--- src/rtl/raster_stream_source.sv ---
// Raster pixel source: accepts an upstream pixel stream and tags each pixel with its
// column/row position, inserting horizontal and vertical blanking between rows/frames.
module raster_stream_source #(
    parameter int EXP_WIDTH    = 8,
    parameter int FRAC_WIDTH   = 23,
    parameter int IMAGE_WIDTH  = 640,
    parameter int IMAGE_HEIGHT = 480,
    parameter int H_BLANK      = 0,
    parameter int V_BLANK      = 0,
    localparam int FP_WIDTH_REG = 1 + EXP_WIDTH + FRAC_WIDTH
) (
    input  logic                    clk_i,
    input  logic                    rst_i,
    input  logic                    enable_i,
    input  logic [FP_WIDTH_REG-1:0] data_i,
    input  logic                    valid_i,
    output logic                    ready_o,
    output logic [FP_WIDTH_REG-1:0] data_o,
    output logic [15:0]             col_o,
    output logic [15:0]             row_o,
    output logic                    valid_o,
    output logic                    sof_o,
    output logic                    eof_o,
    output logic                    busy_o
);

    localparam int BLANK_MAX = (H_BLANK > V_BLANK) ? H_BLANK : V_BLANK;
    localparam int BLANK_W   = (BLANK_MAX > 1) ? $clog2(BLANK_MAX) : 1;

    localparam logic [15:0]        COL_LAST = 16'(IMAGE_WIDTH - 1);
    localparam logic [15:0]        ROW_LAST = 16'(IMAGE_HEIGHT - 1);
    localparam logic [BLANK_W-1:0] H_LAST   = BLANK_W'((H_BLANK > 0) ? H_BLANK - 1 : 0);
    localparam logic [BLANK_W-1:0] V_LAST   = BLANK_W'((V_BLANK > 0) ? V_BLANK - 1 : 0);

    typedef enum logic [1:0] {
        IDLE,
        ACTIVE,
        HBLANK,
        VBLANK
    } state_t;

    state_t             state, state_nxt;
    logic [BLANK_W-1:0] blank_cnt, blank_nxt;
    logic [15:0]        col_cnt, row_cnt;
    logic               accept, last_col, last_row;

    // ready_o comes from the state register only, so valid_i never loops back upstream.
    assign ready_o  = (state == ACTIVE);
    assign busy_o   = (state != IDLE);
    assign accept   = valid_i & ready_o;
    assign last_col = (col_cnt == COL_LAST);
    assign last_row = (row_cnt == ROW_LAST);

    // NOTE: sequential state is always assigned with <= so every register samples
    // the pre-edge values of the others, independent of process ordering.
    always_ff @(posedge clk_i or posedge rst_i) begin
        if (rst_i) begin
            state     <= IDLE;
            blank_cnt <= '0;
        end else begin
            state     <= state_nxt;
            blank_cnt <= blank_nxt;
        end
    end

    // NOTE: every output of this block gets a default first, so no path leaves
    // a variable unassigned and no latch can be inferred.
    always_comb begin
        state_nxt = state;
        blank_nxt = '0;
        case (state)
            IDLE: begin
                if (enable_i) state_nxt = ACTIVE;
            end
            ACTIVE: begin
                if (accept && last_col) begin
                    if (last_row) begin
                        if (V_BLANK > 0)   state_nxt = VBLANK;
                        else if (enable_i) state_nxt = ACTIVE;
                        else               state_nxt = IDLE;
                    end else if (H_BLANK > 0) begin
                        state_nxt = HBLANK;
                    end
                end
            end
            HBLANK: begin
                if (blank_cnt == H_LAST) state_nxt = ACTIVE;
                else                     blank_nxt = blank_cnt + 1'b1;
            end
            VBLANK: begin
                // Last blanking cycle doubles as the enable sample for the next frame.
                if (blank_cnt == V_LAST) state_nxt = enable_i ? ACTIVE : IDLE;
                else                     blank_nxt = blank_cnt + 1'b1;
            end
            default: state_nxt = IDLE;
        endcase
    end

    always_ff @(posedge clk_i or posedge rst_i) begin
        if (rst_i) begin
            col_cnt <= '0;
            row_cnt <= '0;
        end else if (accept) begin
            if (last_col) begin
                col_cnt <= '0;
                row_cnt <= last_row ? 16'd0 : row_cnt + 16'd1;
            end else begin
                col_cnt <= col_cnt + 16'd1;
            end
        end
    end

    // Position/data registers hold between beats; only the strobes drop to 0.
    always_ff @(posedge clk_i or posedge rst_i) begin
        if (rst_i) begin
            data_o  <= '0;
            col_o   <= '0;
            row_o   <= '0;
            valid_o <= 1'b0;
            sof_o   <= 1'b0;
            eof_o   <= 1'b0;
        end else begin
            valid_o <= accept;
            sof_o   <= accept && (col_cnt == 16'd0) && (row_cnt == 16'd0);
            eof_o   <= accept && last_col && last_row;
            if (accept) begin
                data_o <= data_i;
                col_o  <= col_cnt;
                row_o  <= row_cnt;
            end
        end
    end

endmodule

--- config.mk ---
export PLATFORM = sky130hd
export DESIGN_NAME = raster_stream_source
export DESIGN_NICKNAME = d
export VERILOG_FILES = /design/src/rtl/raster_stream_source.sv
export SDC_FILE = /design/constraint.sdc
export NUM_CORES = 1
export LEC_CHECK = 0
export ABC_AREA = 1
export ABC_CLOCK_PERIOD_IN_PS = 9900
export BUFFER_PORTS_ARGS = -buffer_cell sky130_fd_sc_hd__buf_2
export CAP_MARGIN = 10
export CORE_MARGIN = 3
export CORE_UTILIZATION = 40
export CTS_CLUSTER_SIZE = 30
export DETAILED_ROUTE_END_ITERATION = 8
export GPL_ROUTABILITY_DRIVEN = 0
export GPL_TIMING_DRIVEN = 0
export HOLD_SLACK_MARGIN = 0.15
export PLACE_DENSITY_LB_ADDON = 0.08
export SLEW_MARGIN = 20
export SYNTH_ARGS = -nofsm -noshare
export SYNTH_HDL_FRONTEND = slang
export SYNTH_SLANG_ARGS = --single-unit
--- constraint.sdc ---
create_clock -name clk_i -period 9.9 [get_ports clk_i]
set_input_delay 1.98 -clock clk_i [delete_from_list [all_inputs] [get_ports clk_i]]
set_output_delay 1.98 -clock clk_i [all_outputs]
set_load 0.02 [all_outputs]
Word level (Yosys, flattened, before mapping):

Index checks and enable logic that the tools add are counted.

* flip-flop bits (word level): 102
* output and inout bits: 69
* input bits: 36

* bitwise operators: 1
* equal/unequal tests: 10
* $add $sub $neg: 3
* multiplexer cells: 11
* reductions and logical operators: 11

Operators by type and width (number)
* 16-bit by 1-bit adder with 16-bit output (second input constant): 2
* 16-bit zero test: 2
* 16-bit 2-to-1 mux: 2
* 16-bit by 10-bit equality test with 1-bit output (second input constant): 1
* 16-bit by 9-bit equality test with 1-bit output (second input constant): 1
* 2-bit 2-to-1 mux: 5
* 2-bit case mux with 4 select lines: 1
* 2-bit != test (second input constant): 3
* 5-bit AND reduction: 1
* 2-bit equality test (second input constant): 2
* 1-bit logical AND: 4
* 2-bit by 1-bit != test with 1-bit output (second input constant): 2
* 1-bit 2-to-1 mux: 3
* 2-bit by 1-bit equality test with 1-bit output (second input constant): 1
* 2-bit zero test: 1
* 2-bit AND reduction: 1
* 2-bit nonzero test: 1
* 2-bit OR reduction: 1
* 1-bit adder (second input constant): 1
* 1-bit AND: 1

Longest topological paths before layout:

Gate-level depths: netlist (run 1).

* depth after elaboration: 5
* mapped depth: 9
* mapped depth without buffers: 9

Worst setup path after synthesis (run 1):

OpenSTA, ideal clock, no wires.

* kind: input-to-reg
* from: in valid_i
* to: reg col_cnt[10]
* setup time: 0.117 ns
* cell stages on the path: 8
* path buffers: 1
* arrival time: 2.728 ns
* setup slack: 7.055 ns
* data required time: 9.783 ns
* cell sequence: nand2_2 inv_2 buf_6 nand3_2 nor2_2 nand2_1 o21ai_1 inv_1

* longest elaborated chain between the ends: 1

Ends and longest elaborated chain
* start, declared: line 16 `input logic valid_i,`
* 1-bit AND: line 50 `assign accept = valid_i & ready_o;`
* end signal, assigned: line 108 `col_cnt <= col_cnt + 16'd1;`
* end, declared: line 44 `logic [15:0] col_cnt, row_cnt;`

No other way between the ends.
A chain may end at the register's enable or synchronous reset.

Final worst setup path (run 1):

* from: reg state[0]
* to: out ready_o

* longest elaborated chain between the ends: 1

Ends and longest elaborated chain
* start, declared: line 42 `state_t state, state_nxt;`
* start signal, assigned: line 61 `state <= state_nxt;`
* 2-bit by 1-bit equality test with 1-bit output: line 48 `assign ready_o = (state == ACTIVE);`
* end, declared: line 17 `output logic ready_o,`

No other way between the ends.

==> results of run 1 <==
-- routing by layer --
layer | share of wire | track usage | routed length, um
met2 | 0.45 | 0.281 | 5200
met4 | 0.024 | 0.0879 | 276
met1 | 0.48 | 0.263 | 5550
met5 | 0 | 0 | 0
met3 | 0.055 | 0.0338 | 648
-- cell usage in the layout (no fill, tap or decap), drive strengths merged --
cell	count
buf	119
bufinv	1
clkbuf	19
clkinv	2
clkinvlp	1
dfrtp	100
ha	4
inv	50
nand2	235
nand3	38
nand3b	2
nand4	17
nor2	57
nor3	6
o21ai	47
xnor2	1
xor2	9
-- cell type report --
| cell class | instances | area (sq um) | share of cell area |
|---|---|---|---|
| timing repair buffer | 105 | 548 | 0.0961 |
| tap | 140 | 175 | 0.0307 |
| sequential | 100 | 2500 | 0.439 |
| buffer | 21 | 119 | 0.0208 |
| inverter | 50 | 193 | 0.0338 |
| multi-input combinational | 416 | 1860 | 0.327 |
| clock buffer | 12 | 256 | 0.0450 |
| clock inverter | 4 | 47.5 | 0.00834 |
-- path summary, 6_finish.rpt --
kind	to	slack (ps)	depth (start not counted)
worst max-delay path	ready_o	6840	2
worst max register to register	row_cnt[5]	8120	6
min in group asynchronous	data_o[3]	1570	2
worst min-delay path	data_o[12]	470	2
worst min register to register	data_o[12]	470	2
max in group asynchronous	row_o[12]	7700	3
-- flip-flops by register name (all words and copies together), names as in the netlist --
register,count
col_o,16
col_cnt,16
row_cnt,16
valid_o,1
row_o,16
eof_o,1
sof_o,1
state,1
data_o,32
-- kinds of logic after synthesis --
group,after synthesis
fa+ha+maj,4
compound gates,47
xor+xnor,10
simple gates,355
flops,100
buf+inv,71
-- worst reg2reg max path: stages (launching register included) --
cell	delay, ps
dfrtp_1	440
ha_1	300
nand2_1	90
nor2_2	240
nand4_1	340
nand3_1	190
nand2_1	60
-- report_power, final --
group	leakage (nW)	total (mW)	switching, mW	internal [mW]
logic	1.61	0.211	0.145	0.0668
clock network	0.149	0.361	0.152	0.209
registers	1.25	0.495	0.0390	0.456
total	3.01	1.07	0.335	0.732
==> impl_results.md, run 1 <==
* Area share of the largest cell type after synthesis at 0.536
* Non-filler cells in the finished layout at 848
* Largest family of logic cells by synthesized area: simple AND/OR/NAND/NOR gates
* Syn. warnings at 0
* NumNets Final at 743
* Setup crit end kind: primary output
* CTS root buf: clkbuf_16
* CP Launch Type: register
* Post-synth EDFFs at 0
* Total detailed-routing wirelength at approximately 12000 um
* Critical path origin: state[0]
* Synth Area in Adders at 0.0107
* DR vias at around 4000
* Most used DFF post-synth: dfrtp_1
* Port Buf Inserts at roughly 100
* Final Hold Fails at 0
* Die Span Y at roughly 110 um
* Die extent in x at about 110 um
* Routed WL per cell at between 10 and 15 um
* Most frequent cell after synthesis: nand2_1
* Vias per cell at ~5
* Post-route cell area at between 5000 and 6000 sq um
* RSZ-0062 raised after global routing: no
* Grt ovf at 0
* Critical R2R Launch: row_cnt[0]
* Async set-reset flop share out of synthesis at 1.00
* Setup ws final at roughly 6800 ps
* CP peak stage delay at about 440 ps
* CTS tree: built
* Status: completed
* Synth unique cells at 25
* Peak VDD IR at slightly below 0.1 mV
* Crit path kind: reg -> out
* Pwr Density at 187 nW/um^2
* Pre-CTS setup slack at 6600 ps
* Initial Utilization at 0.420
* Vias in the first global route at roughly 3900
* Drt initial violations at 220
* Final setup vio count at 0
* Setup TNS at 0 ps
* Final ANT Viol Nets at 0
* Synth Area in XOR/XNOR at 0.0187
* Cts hold-fix bufs at 0
* CP top delay family: flip-flops
* Simple logic cell fraction of the synthesized area at 0.317
* H-Tree Depth at 3
* Die area at around 13000 sq um
* Initial antenna violation count at 0
* Fillcell total at 1087
* Crit path time final at 3060 ps
* Area Overhead vs Synth at 22.1%
* Placed instance count at approximately 830
* Clk sink count at 100
* Later-pin clock latency in the skew report at approximately 350 ps
* Critical path required time at between 7000 and 8000 ps
* Post-CTS setup buffers at 0
* LEAKAGE at about 3.0 nW
* HP Class: reg -> reg
* Max FO, Critical Path at 5
* I/O pin count at approximately 110
* Core region area at between 10000 and 15000 sq um
* Wire length of the first global-routing pass at 19200 um
* Final Cycle Share at 0.309
* Max cap viols at 0
* Largest net degree at the start of global routing at 80
* Total CTS buffers at 9
* Max clock buf depth at 2
* DRC at 0
* Synthesized area at 4670 sq um
* Synthesized flop and latch total at 100
* Syn Inst Count at slightly below 600
* Setup Skew at 5.92 ps
* GRT Resource Usage Total at 0.187
* Hold WS at 475 ps
* Crit path cell chain: buf_4, buf_2
* Layout cells sized above 1 at 0.212
* Mapped Avg Cell Area at about 8.0 sq um
* Fmax at around 330 MHz
* Cell taking the most area after synthesis: dfrtp_1
* Compound-Gate Fraction of Synth Area at 0.0520
* ANT cells at 0
* Post-cts repair resize count at 0
* Rel. slew slack at 0.590
* Final core utilization at 0.513
* Hold Startpoint: data_o[12]
* Pwr Total at 1.07 mW
* Hpwl dp at ~8700 um
* Synth top cells by count: nand2_1 (233), dfrtp_1 (100), nor2_1 (52)
* DR pass1 iterations at 5
* Syn Nets at ~630
* Clk slew on worst S/H paths at roughly 70 ps
* Rows at 38
* Mux cell area share after synthesis at 0
* Seq/Total Area, Yosys at 0.536
* CP max stage cell: dfrtp_1
* Max Slew Vio Count at 0
* Buffers and inverters on the worst path at 2
* Instance area after placement at about 5400 sq um
* Slew @ Worst Pin at slightly above 600 ps
* Critical path arrival at between 1000 and 1500 ps
* Synth top area cells: dfrtp_1 (54%), nand2_1 (19%), nor2_1 (4.2%)
Power figures use the tool's default switching activity.
==> run 2: changes to the inputs <==
- ABC_CLOCK_PERIOD_IN_PS: 9900 -> 2800
- clock period: 9.9 -> 2.8 ns (I/O delays scaled with it)
==> run 2 against run 1 <==
Clock skew grew 0.98 ps. Global-route usage grew 0.70 points. Routed wire length grew 1.7%. First-iteration DRC count grew 4.5%. Combinational power grew to 3.6 times the previous value. Non-clock buffer count grew 2. Clock-buffer cell count grew 1. Critical path type is now reg -> reg. Largest cell class unchanged.
==> impl_results.md, run 2 (same netlist as run 1, synthesis figures left out) <==
* Status: completed
* GR peak layer: met2
* Setup ws final at 994 ps
* Slew @ Worst Pin at a little over 500 ps
* Vias per cell at 4.85
* Biggest register: data_o
* DR pass1 iterations at 4
* Total CTS buffers at 9
* Rel. slew slack at 0.659
* Core region area at 11100 sq um
* Crit path time final at 1810 ps
* CP Launch Type: register
* R2R Path End: row_cnt[7]
* Critical Path Stages at 6
* M2 GR Usage at 0.311
* R2R setup slack at between 900 and 1000 ps
* Post-cts repair resize count at 0
* Worst r2r path cells at 6
* M1 GR Usage at 0.260
* Clk slew on worst S/H paths at about 70 ps
* Cts hold-fix bufs at 0
* Final setup vio count at 0
* RSZ-0062 raised after global routing: no
* Post-route cell area at between 5000 and 6000 sq um
* Instance area after placement at between 5000 and 6000 sq um
* Port Buf Inserts at about 100
* Critical R2R Launch: row_cnt[1]
* CP peak stage delay at 440 ps
* Later-pin clock latency in the skew report at 350 ps
* Post-CTS setup buffers at 0
* Buffers and inverters on the worst path at 0
* Critical path required time at between 3000 and 4000 ps
* NumNets Final at approximately 750
* Routed WL per cell at between 10 and 15 um
* Rows at 38
* CP top delay family: simple AND/OR/NAND/NOR gates
* Clk sink count at 100
* Setup Skew at ~6.9 ps
* Largest net degree at the start of global routing at 35
* Wire length of the first global-routing pass at ~20000 um
* Vias in the first global route at 4065
* Setup TNS at 0 ps
* Total detailed-routing wirelength at around 12000 um
* Die area at roughly 13000 sq um
* Initial antenna violation count at 0
* Fmax at approximately 550 MHz
* Max reg flops at 32
* Area Overhead vs Synth at 22.4%
* Die extent in x at around 110 um
* Crit path capture: row_cnt[7]
* CTS tree: built
* CP max stage cell: dfrtp_1
* Die Span Y at 114 um
* Crit path kind: reg -> reg
* Initial Utilization at 0.420
* LEAKAGE at 3.01 nW
* Pwr Density at around 650 nW/um^2
* Max clock buf depth at 2
* Final Hold Fails at 0
* Crit path cell chain: ha_1, nand2_1, nor2_2, nand4_1, nand3_1, nand2_1
* Critical path origin: row_cnt[1]
* Layout cells sized above 1 at 0.210
* Max cap viols at 0
* Most frequent cells in the layout: nand2_1 (233), buf_2 (114), dfrtp_1 (100)
* Hpwl dp at 8940 um
* DRC at 0
* Grt ovf at 0
* Peak VDD IR at ~0.47 mV
* Met3 Resource Use GR at 0.0513
* Max Slew Vio Count at 0
* ANT cells at 0
* H-Tree Depth at 3
* Final Cycle Share at 0.645
* Max FO, Critical Path at 6
* CTS root buf: clkbuf_16
* Drt initial violations at 230
* Pre-CTS setup slack at 879 ps
* GRT Resource Usage Total at 0.194
* Setup crit end kind: register
* HP Class: in -> async
* DR vias at roughly 4100
* Critical path arrival at 2040 ps
* Final ANT Viol Nets at 0
* Commonest non-fill, non-tap cell in the layout: nand2_1
* I/O pin count at approximately 110
* CP most frequent cell: nand2_1
==> run 2: cell types whose count changed in the layout (fill, tap and decap cells not counted), sizes merged <==
cell,before,now
inv,50,49
clkinv,2,1
clkbuf,19,20
buf,119,121
==> run 2: worst min-delay path by stage <==
| stage | cells past startpoint | from | slack (ps) | to |
|---|---|---|---|---|
| 6_report | 2 | rst_i | 170 | data_o[7] |
| 5_1_grt | 2 | rst_i | 180 | data_o[7] |
| 4_1_cts | 2 | rst_i | 170 | data_o[7] |
| 3_5_place_dp | 2 | data_o[25] | 460 | data_o[25] |
| 3_3_place_gp | 2 | data_o[18] | 460 | data_o[18] |
| 2_1_floorplan | 2 | row_cnt[15] | 470 | row_cnt[15] |
==> run 2: power by group <==
group	internal (mW)	switching (mW)
Sequential	1.61	0.141
Combinational	0.241	0.512
Clock	0.712	0.519
Total	2.57	1.17
==> run 2: per-layer routing <==
| layer | wire length [um] | vias up |
|---|---|---|
| met3 | 630 | 16 |
| met2 | 5780 | 108 |
| met1 | 5290 | 1901 |
| li1 | - | 2089 |
| met4 | 183 | 0 |
| met5 | 0 | - |
==> run 2: metrics by stage <==
stage	hold slack (ps)	std cells	total power, mW	utilization
floorplan	471	587	2.26	-
global placement	457	831	2.50	0.483
detailed placement	460	834	2.53	0.488
CTS	169	849	3.78	0.514
global route	181	849	3.96	0.514
finish	173	849	3.74	0.514
==> run 2: cell type report <==
class	count	area, sq um
clock buffers	13	250
inverters	50	191
repair buffers	107	581
well taps	140	175
flip-flops and latches	100	2500
multi-input cells	416	1860
plain buffers	21	119
fillers	1118	5410
clock inverters	2	35.0
